### config.mk
export PLATFORM = sky130hd
export DESIGN_NAME = div_seq_flat
export DESIGN_NICKNAME = d
export VERILOG_FILES = /design/src/rtl/div_seq_pkg.sv /design/src/rtl/div_seq_if.sv /design/src/rtl/div_seq.sv /design/src/flat_wrapper.sv
export SDC_FILE = /design/constraint.sdc
export NUM_CORES = 1
export LEC_CHECK = 0
export BUFFER_PORTS_ARGS = -buffer_cell sky130_fd_sc_hd__clkbuf_2
export CAP_MARGIN = 20
export CORE_MARGIN = 2
export CORE_UTILIZATION = 64
export DETAILED_ROUTE_END_ITERATION = 8
export PLACE_DENSITY = 0.87
export RECOVER_POWER = 25
export SLEW_MARGIN = 20
export SYNTH_ARGS = -nofsm -noshare
export SYNTH_HDL_FRONTEND = slang
export SYNTH_SLANG_ARGS = --single-unit
### constraint.sdc
create_clock -name clk -period 9.2 [get_ports clk]
set_input_delay 0.46 -clock clk [delete_from_list [all_inputs] [get_ports clk]]
set_output_delay 0.46 -clock clk [all_outputs]
set_load 0.02 [all_outputs]
### src/rtl/div_seq_pkg.sv
// Shared encodings and helpers for the sequential 32-bit divider.
// State codes and result/start constants mirror the EX stage's existing defines.
package div_seq_pkg;

    localparam int DOUBLE_REG_W = 64;

    localparam logic DIV_RESULT_READY     = 1'b1;
    localparam logic DIV_RESULT_NOT_READY = 1'b0;
    localparam logic DIV_START            = 1'b1;
    localparam logic DIV_STOP             = 1'b0;

    typedef enum logic [1:0] {
        DivFree   = 2'b00,
        DivByZero = 2'b01,
        DivOn     = 2'b10,
        DivEnd    = 2'b11
    } div_state_e;

    // Magnitude of v when signed mode is active, v unchanged otherwise.
    function automatic logic [31:0] abs_if_signed(input logic [31:0] v, input logic sgn);
        return (sgn && v[31]) ? (32'h0000_0000 - v) : v;
    endfunction

endpackage

### src/rtl/div_seq_if.sv
// EX-stage <-> divider handshake bundle.
// slave is the divider side, master is the EX stage side.
interface div_seq_if;
    import div_seq_pkg::*;

    logic                    signed_div_i;
    logic [31:0]             opdata1_i;
    logic [31:0]             opdata2_i;
    logic                    start_i;
    logic                    annul_i;
    logic [DOUBLE_REG_W-1:0] result_o;
    logic                    ready_o;
    logic                    busy_o;

    modport slave (
        input  signed_div_i, opdata1_i, opdata2_i, start_i, annul_i,
        output result_o, ready_o, busy_o
    );

    modport master (
        output signed_div_i, opdata1_i, opdata2_i, start_i, annul_i,
        input  result_o, ready_o, busy_o
    );

endinterface

### src/rtl/div_seq.sv
// Radix-2 restoring divider: 32 iterations, signed/unsigned, result {rem, quot}.
// Result and ready are registered and held in END until the EX stage drops start.
module div_seq
    import div_seq_pkg::*;
(
    input  logic        clk,
    input  logic        rst,
    div_seq_if.slave    div_bus
);

    div_state_e              state_q, state_d;
    logic [64:0]             work_q, work_d;
    logic [31:0]             divisor_q, divisor_d;
    logic [5:0]              cnt_q, cnt_d;
    logic                    signed_q, signed_d;
    logic                    op1_neg_q, op1_neg_d;
    logic                    op2_neg_q, op2_neg_d;
    logic [DOUBLE_REG_W-1:0] result_q, result_d;
    logic                    ready_q, ready_d;

    logic [32:0] diff_s;
    logic [31:0] quot_s;
    logic [31:0] rem_s;
    logic [31:0] op1_abs_s;
    logic [31:0] op2_abs_s;

    // State and datapath registers; synchronous reset wins over everything.
    always_ff @(posedge clk) begin
        if (rst) begin
            state_q   <= DivFree;
            work_q    <= 65'h0;
            divisor_q <= 32'h0;
            cnt_q     <= 6'd0;
            signed_q  <= 1'b0;
            op1_neg_q <= 1'b0;
            op2_neg_q <= 1'b0;
            result_q  <= 64'h0;
            ready_q   <= DIV_RESULT_NOT_READY;
        end else begin
            state_q   <= state_d;
            work_q    <= work_d;
            divisor_q <= divisor_d;
            cnt_q     <= cnt_d;
            signed_q  <= signed_d;
            op1_neg_q <= op1_neg_d;
            op2_neg_q <= op2_neg_d;
            result_q  <= result_d;
            ready_q   <= ready_d;
        end
    end

    // Trial subtract, operand magnitudes and sign-corrected final quotient/remainder.
    always_comb begin
        diff_s    = {1'b0, work_q[63:32]} - {1'b0, divisor_q};
        op1_abs_s = abs_if_signed(div_bus.opdata1_i, div_bus.signed_div_i);
        op2_abs_s = abs_if_signed(div_bus.opdata2_i, div_bus.signed_div_i);
        quot_s    = (signed_q && (op1_neg_q ^ op2_neg_q)) ? (32'h0 - work_q[31:0]) : work_q[31:0];
        rem_s     = (signed_q && op1_neg_q) ? (32'h0 - work_q[64:33]) : work_q[64:33];
    end

    // Next-state and datapath update.
    always_comb begin
        state_d   = state_q;
        work_d    = work_q;
        divisor_d = divisor_q;
        cnt_d     = cnt_q;
        signed_d  = signed_q;
        op1_neg_d = op1_neg_q;
        op2_neg_d = op2_neg_q;
        result_d  = result_q;
        ready_d   = ready_q;
        case (state_q)
            DivFree: begin
                if ((div_bus.start_i == DIV_START) && !div_bus.annul_i) begin
                    signed_d  = div_bus.signed_div_i;
                    op1_neg_d = div_bus.opdata1_i[31];
                    op2_neg_d = div_bus.opdata2_i[31];
                    cnt_d     = 6'd0;
                    work_d    = {32'h0, op1_abs_s, 1'b0};
                    divisor_d = op2_abs_s;
                    if (div_bus.opdata2_i == 32'h0) begin
                        state_d = DivByZero;
                    end else begin
                        state_d = DivOn;
                    end
                end else begin
                    ready_d  = DIV_RESULT_NOT_READY;
                    result_d = 64'h0;
                end
            end
            DivByZero: begin
                if (div_bus.annul_i) begin
                    state_d = DivFree;
                    ready_d = DIV_RESULT_NOT_READY;
                end else begin
                    state_d = DivEnd;
                    ready_d = DIV_RESULT_READY;
                end
                result_d = 64'h0;
            end
            DivOn: begin
                if (div_bus.annul_i) begin
                    state_d  = DivFree;
                    cnt_d    = 6'd0;
                    ready_d  = DIV_RESULT_NOT_READY;
                    result_d = 64'h0;
                end else if (cnt_q != 6'd32) begin
                    // A borrow means the divisor did not fit: shift in a 0 quotient bit.
                    if (diff_s[32]) begin
                        work_d = {work_q[63:0], 1'b0};
                    end else begin
                        work_d = {diff_s[31:0], work_q[31:0], 1'b1};
                    end
                    cnt_d = cnt_q + 6'd1;
                end else begin
                    result_d = {rem_s, quot_s};
                    ready_d  = DIV_RESULT_READY;
                    cnt_d    = 6'd0;
                    state_d  = DivEnd;
                end
            end
            DivEnd: begin
                if (div_bus.start_i == DIV_STOP) begin
                    state_d  = DivFree;
                    ready_d  = DIV_RESULT_NOT_READY;
                    result_d = 64'h0;
                end else begin
                    state_d = DivEnd;
                end
            end
            default: begin
                state_d  = DivFree;
                ready_d  = DIV_RESULT_NOT_READY;
                result_d = 64'h0;
            end
        endcase
    end

    // Outputs are straight register decodes.
    always_comb begin
        div_bus.busy_o   = (state_q == DivOn) || (state_q == DivByZero);
        div_bus.ready_o  = ready_q;
        div_bus.result_o = result_q;
    end

endmodule

### src/flat_wrapper.sv
// flat-port wrapper written by rule: the top's interface ports become plain ports
module div_seq_flat import div_seq_pkg::*;
  (clk, rst, div_bus_signed_div_i, div_bus_opdata1_i, div_bus_opdata2_i, div_bus_start_i, div_bus_annul_i, div_bus_result_o, div_bus_ready_o, div_bus_busy_o);
  div_seq_if div_bus_i ();
  input  logic clk;
  input  logic rst;
  input wire logic [$bits(div_bus_i.signed_div_i)-1:0] div_bus_signed_div_i;
  input wire logic [$bits(div_bus_i.opdata1_i)-1:0] div_bus_opdata1_i;
  input wire logic [$bits(div_bus_i.opdata2_i)-1:0] div_bus_opdata2_i;
  input wire logic [$bits(div_bus_i.start_i)-1:0] div_bus_start_i;
  input wire logic [$bits(div_bus_i.annul_i)-1:0] div_bus_annul_i;
  output wire logic [$bits(div_bus_i.result_o)-1:0] div_bus_result_o;
  output wire logic [$bits(div_bus_i.ready_o)-1:0] div_bus_ready_o;
  output wire logic [$bits(div_bus_i.busy_o)-1:0] div_bus_busy_o;
  assign div_bus_i.signed_div_i = div_bus_signed_div_i;
  assign div_bus_i.opdata1_i = div_bus_opdata1_i;
  assign div_bus_i.opdata2_i = div_bus_opdata2_i;
  assign div_bus_i.start_i = div_bus_start_i;
  assign div_bus_i.annul_i = div_bus_annul_i;
  assign div_bus_result_o = div_bus_i.result_o;
  assign div_bus_ready_o = div_bus_i.ready_o;
  assign div_bus_busy_o = div_bus_i.busy_o;
  div_seq u_core (.clk(clk), .rst(rst), .div_bus(div_bus_i));
endmodule
==> results.ini <==
[outcome]
status = completed

[job]
cap_violations = 0

[clock_network]
cts_buffers = 17
cts_max_path_buffers = 2
insertion_delay_ns = 0.45
clock_sinks = 173
cts_hold_buffers = 0
cts_htree_levels = 4
cts_setup_buffers = 0
path_clk_slew_ns = 0.07
ctsResizeCount = 0
cts_tree = yes
cts_root_buf = clkbuf_16

[route]
avgViaCountPerCell = 6.205
drt_wl_total_mm = 29.66
drt_drc_violations_left = 0
firstDrtPassIters = 6
wl_per_cell_um = 17.07
ant_nets = 0
routed-via-count = 10785
drtIter0Drc = 1184

[sta]
fin_crit_sh = 0.4021
worst_slew_pin_slew_ns = 1.038
hold_violations = 0
rsz0062_at_grt = no
fmax_ghz = 0.2703
fin_crit_ns = 3.699
setup_viol = 0
setup-tns-final_ns = 0
maxSlewViolCount = 0
finClkSkew_ns = 0.01347
slew_headroom = 0.3080

[finish]
final_util = 0.7304
drive_gt1_frac = 0.08959
fillers = 1322
final_area_um2 = 12110
diodes = 0
area_growth_pct = 11.29
nets = 1617

[placed_design]
io_buffer_count = 134
gp_congestion = 1.029
placed_cell_area_um2 = 11610
dp_hpwl_mm = 21.50

[grt]
antenna_found_initial = 0
grt_pass1_vias = 9657
grt_pass1_wl_mm = 47.79
grt_max_degree = 69
overflow = 0
grt_usage = 0.3249

[setup_path]
critical_path_required_ns = 9.52
critPathMaxStageDelay_ns = 0.49
worst-path-buf-inv = 1
worstSetupPathType = register to register
startpoint_type = register
cp_top_family = compound AO/OA/AOI/OAI gates
crit_chain = ha_1 -> a21o_1 -> or3_1 -> o21ai_0 -> or4_1 -> nand2_1 -> a31oi_1 -> o211a_1 -> buf_4 -> nor3_1 -> a311o_1
crit_fanout = 36
crit_arrival_ns = 4.02
end_kind = register
slowest_stage = buf_4

[min_path]
hp-class = primary input to register

[logic_synthesis]
yosys_warnings = 0
ys_ff_latch = 173
async_flop_share = 0
synth_area_leaders = dfxtp_1 (32%), xnor2_1 (7.0%), a21oi_1 (6.2%), nand2_1 (5.7%), nor2_1 (5.7%)
synthDominantCellAreaShare = 0.3182
ys_seq_area_frac = 0.3182
syn_area_um2 = 10880
syn_inst = 1424
avgSynthCellArea_um2 = 7.643
synth-edff-count = 0
synthDistinctLibCells = 63
yosys.area.top_type = dfxtp_1
synth_fp_nets = 1536
synth_ff_type = dfxtp_1

[power_and_ir_drop]
total_power_mw = 1.875
power_density_nw_per_um2 = 154.8
ir_worst_vdd_v = 0.0001498
power.leakage_nw = 4.927

[floorplanning]
die_y_um = 134.4
initial_core_util = 0.6563
io_pins = 135
row_count = 47
die_w_um = 134.4
die-area_um2 = 18070
coreArea_um2 = 16580

-- sequential cells by signal, summed over array words and instances, names as in the netlist --
signal                   count
u_core.divisor_q            32
u_core.signed_q              1
u_core.state_q               2
u_core.div_bus.result_o     64
u_core.div_bus.ready_o       1
u_core.op1_neg_q             1
u_core.op2_neg_q             1
u_core.cnt_q                 6
u_core.work_q               65
-- placed cells by master (no fill, tap or decap), types with 12 or more instances in the layout --
cell type	instances
nand3_1	21
dfxtp_1	173
clkbuf_2	74
nor4_1	16
o21ai_0	99
mux2i_1	25
or3_1	13
nor2_1	163
a22oi_1	42
xnor2_1	87
a21oi_1	134
o211ai_1	21
clkbuf_16	17
ha_1	42
nand2_1	166
inv_1	62
a22o_1	15
nor3_1	33
a21o_1	12
clkbuf_1	60
xor2_1	60
a211oi_1	30
o31ai_1	13
-- routing by layer --
layer / routed length, µm / GRT usage / up-vias
met5: 0 / 0 / -
met4: 696 / 0.1170 / 0
met2: 12630 / 0.4847 / 537
met3: 2971 / 0.06463 / 68
met1: 13360 / 0.4660 / 4975
li1: - / - / 5205
-- tightest hold or removal path: cells and delay by family --
family          cells  cell delay (ns)
buf+inv             1             0.12
simple gates        1             0.07
compound gates      1             0.05
-- where the power goes --
group          leakage, nW  internal, mW  switching [mW]  total [mW]
logic                 3.25         0.130           0.230       0.360
clock network        0.277         0.386           0.325       0.710
registers             1.40         0.774          0.0309       0.805
total                 4.93          1.29           0.586        1.88
-- Yosys cell counts (all sizes together), types with 3 or more instances --
library cell and n:
nand3 21, nand4 7, a22oi 42, nor3 35
clkbuf 63, nor2b 5, a32oi 6, or4 8
xor2 60, a31oi 9, o31ai 13, ha 42
mux2i 25, or3 13, nor4 20, o211ai 21
or2 3, o21ai 100, a21o 12, a22o 15
inv 62, nor3b 6, buf 17, nand2b 10
nor2 166, nand2 166, a21oi 135, and2 5
and3 4, nand3b 3, o41ai 6, a211oi 30
xnor2 87, a311oi 4, a41oi 5, dfxtp 173
-- final timing paths --
path | from | end | slack [ns] | depth (start not counted)
max | u_core.work_q[39]$_SDFFE_PP0P_ | u_core.work_q[59]$_SDFFE_PP0P_ | 5.50 | 11
min | div_bus_opdata2_i[31] | u_core.op2_neg_q$_SDFFE_PP0P_ | 0.31 | 3
max reg2reg | u_core.work_q[39]$_SDFFE_PP0P_ | u_core.work_q[59]$_SDFFE_PP0P_ | 5.50 | 11
min reg2reg | u_core.div_bus.result_o[32]$_SDFFE_PP0P_ | u_core.div_bus.result_o[32]$_SDFFE_PP0P_ | 0.46 | 2
-- kinds of logic after synthesis --
kind of cell	count (synthesis)	synth area share
mux	26	0.02403
simple gates	476	0.1998
fa+ha+maj	43	0.05012
flops	173	0.3182
compound gates	417	0.2397
buf+inv	142	0.04989
xor+xnor	147	0.1183
-- per-stage QoR --
stage,worst slack (ns),hold WS [ns],std cells
4_1_cts,5.592,0.3002,1738
6_report,5.501,0.3107,1738
3_3_place_gp,5.781,0.4444,1706
2_1_floorplan,6.194,0.4319,1424
3_5_place_dp,5.662,0.4453,1706
5_1_grt,5.324,0.3126,1738
-- final cells by class --
type / instances / area [µm²] / area share
Sequential cell: 173 / 3463 / 0.2859
Timing Repair Buffer: 142 / 659.4 / 0.05444
Multi-Input combinational cell: 1109 / 6912 / 0.5706
Clock buffer: 19 / 442.9 / 0.03657
Inverter: 62 / 232.7 / 0.01921
Clock inverter: 13 / 127.6 / 0.01054
Tap cell: 220 / 275.3 / 0.02272
Power figures use the tool's default switching activity.
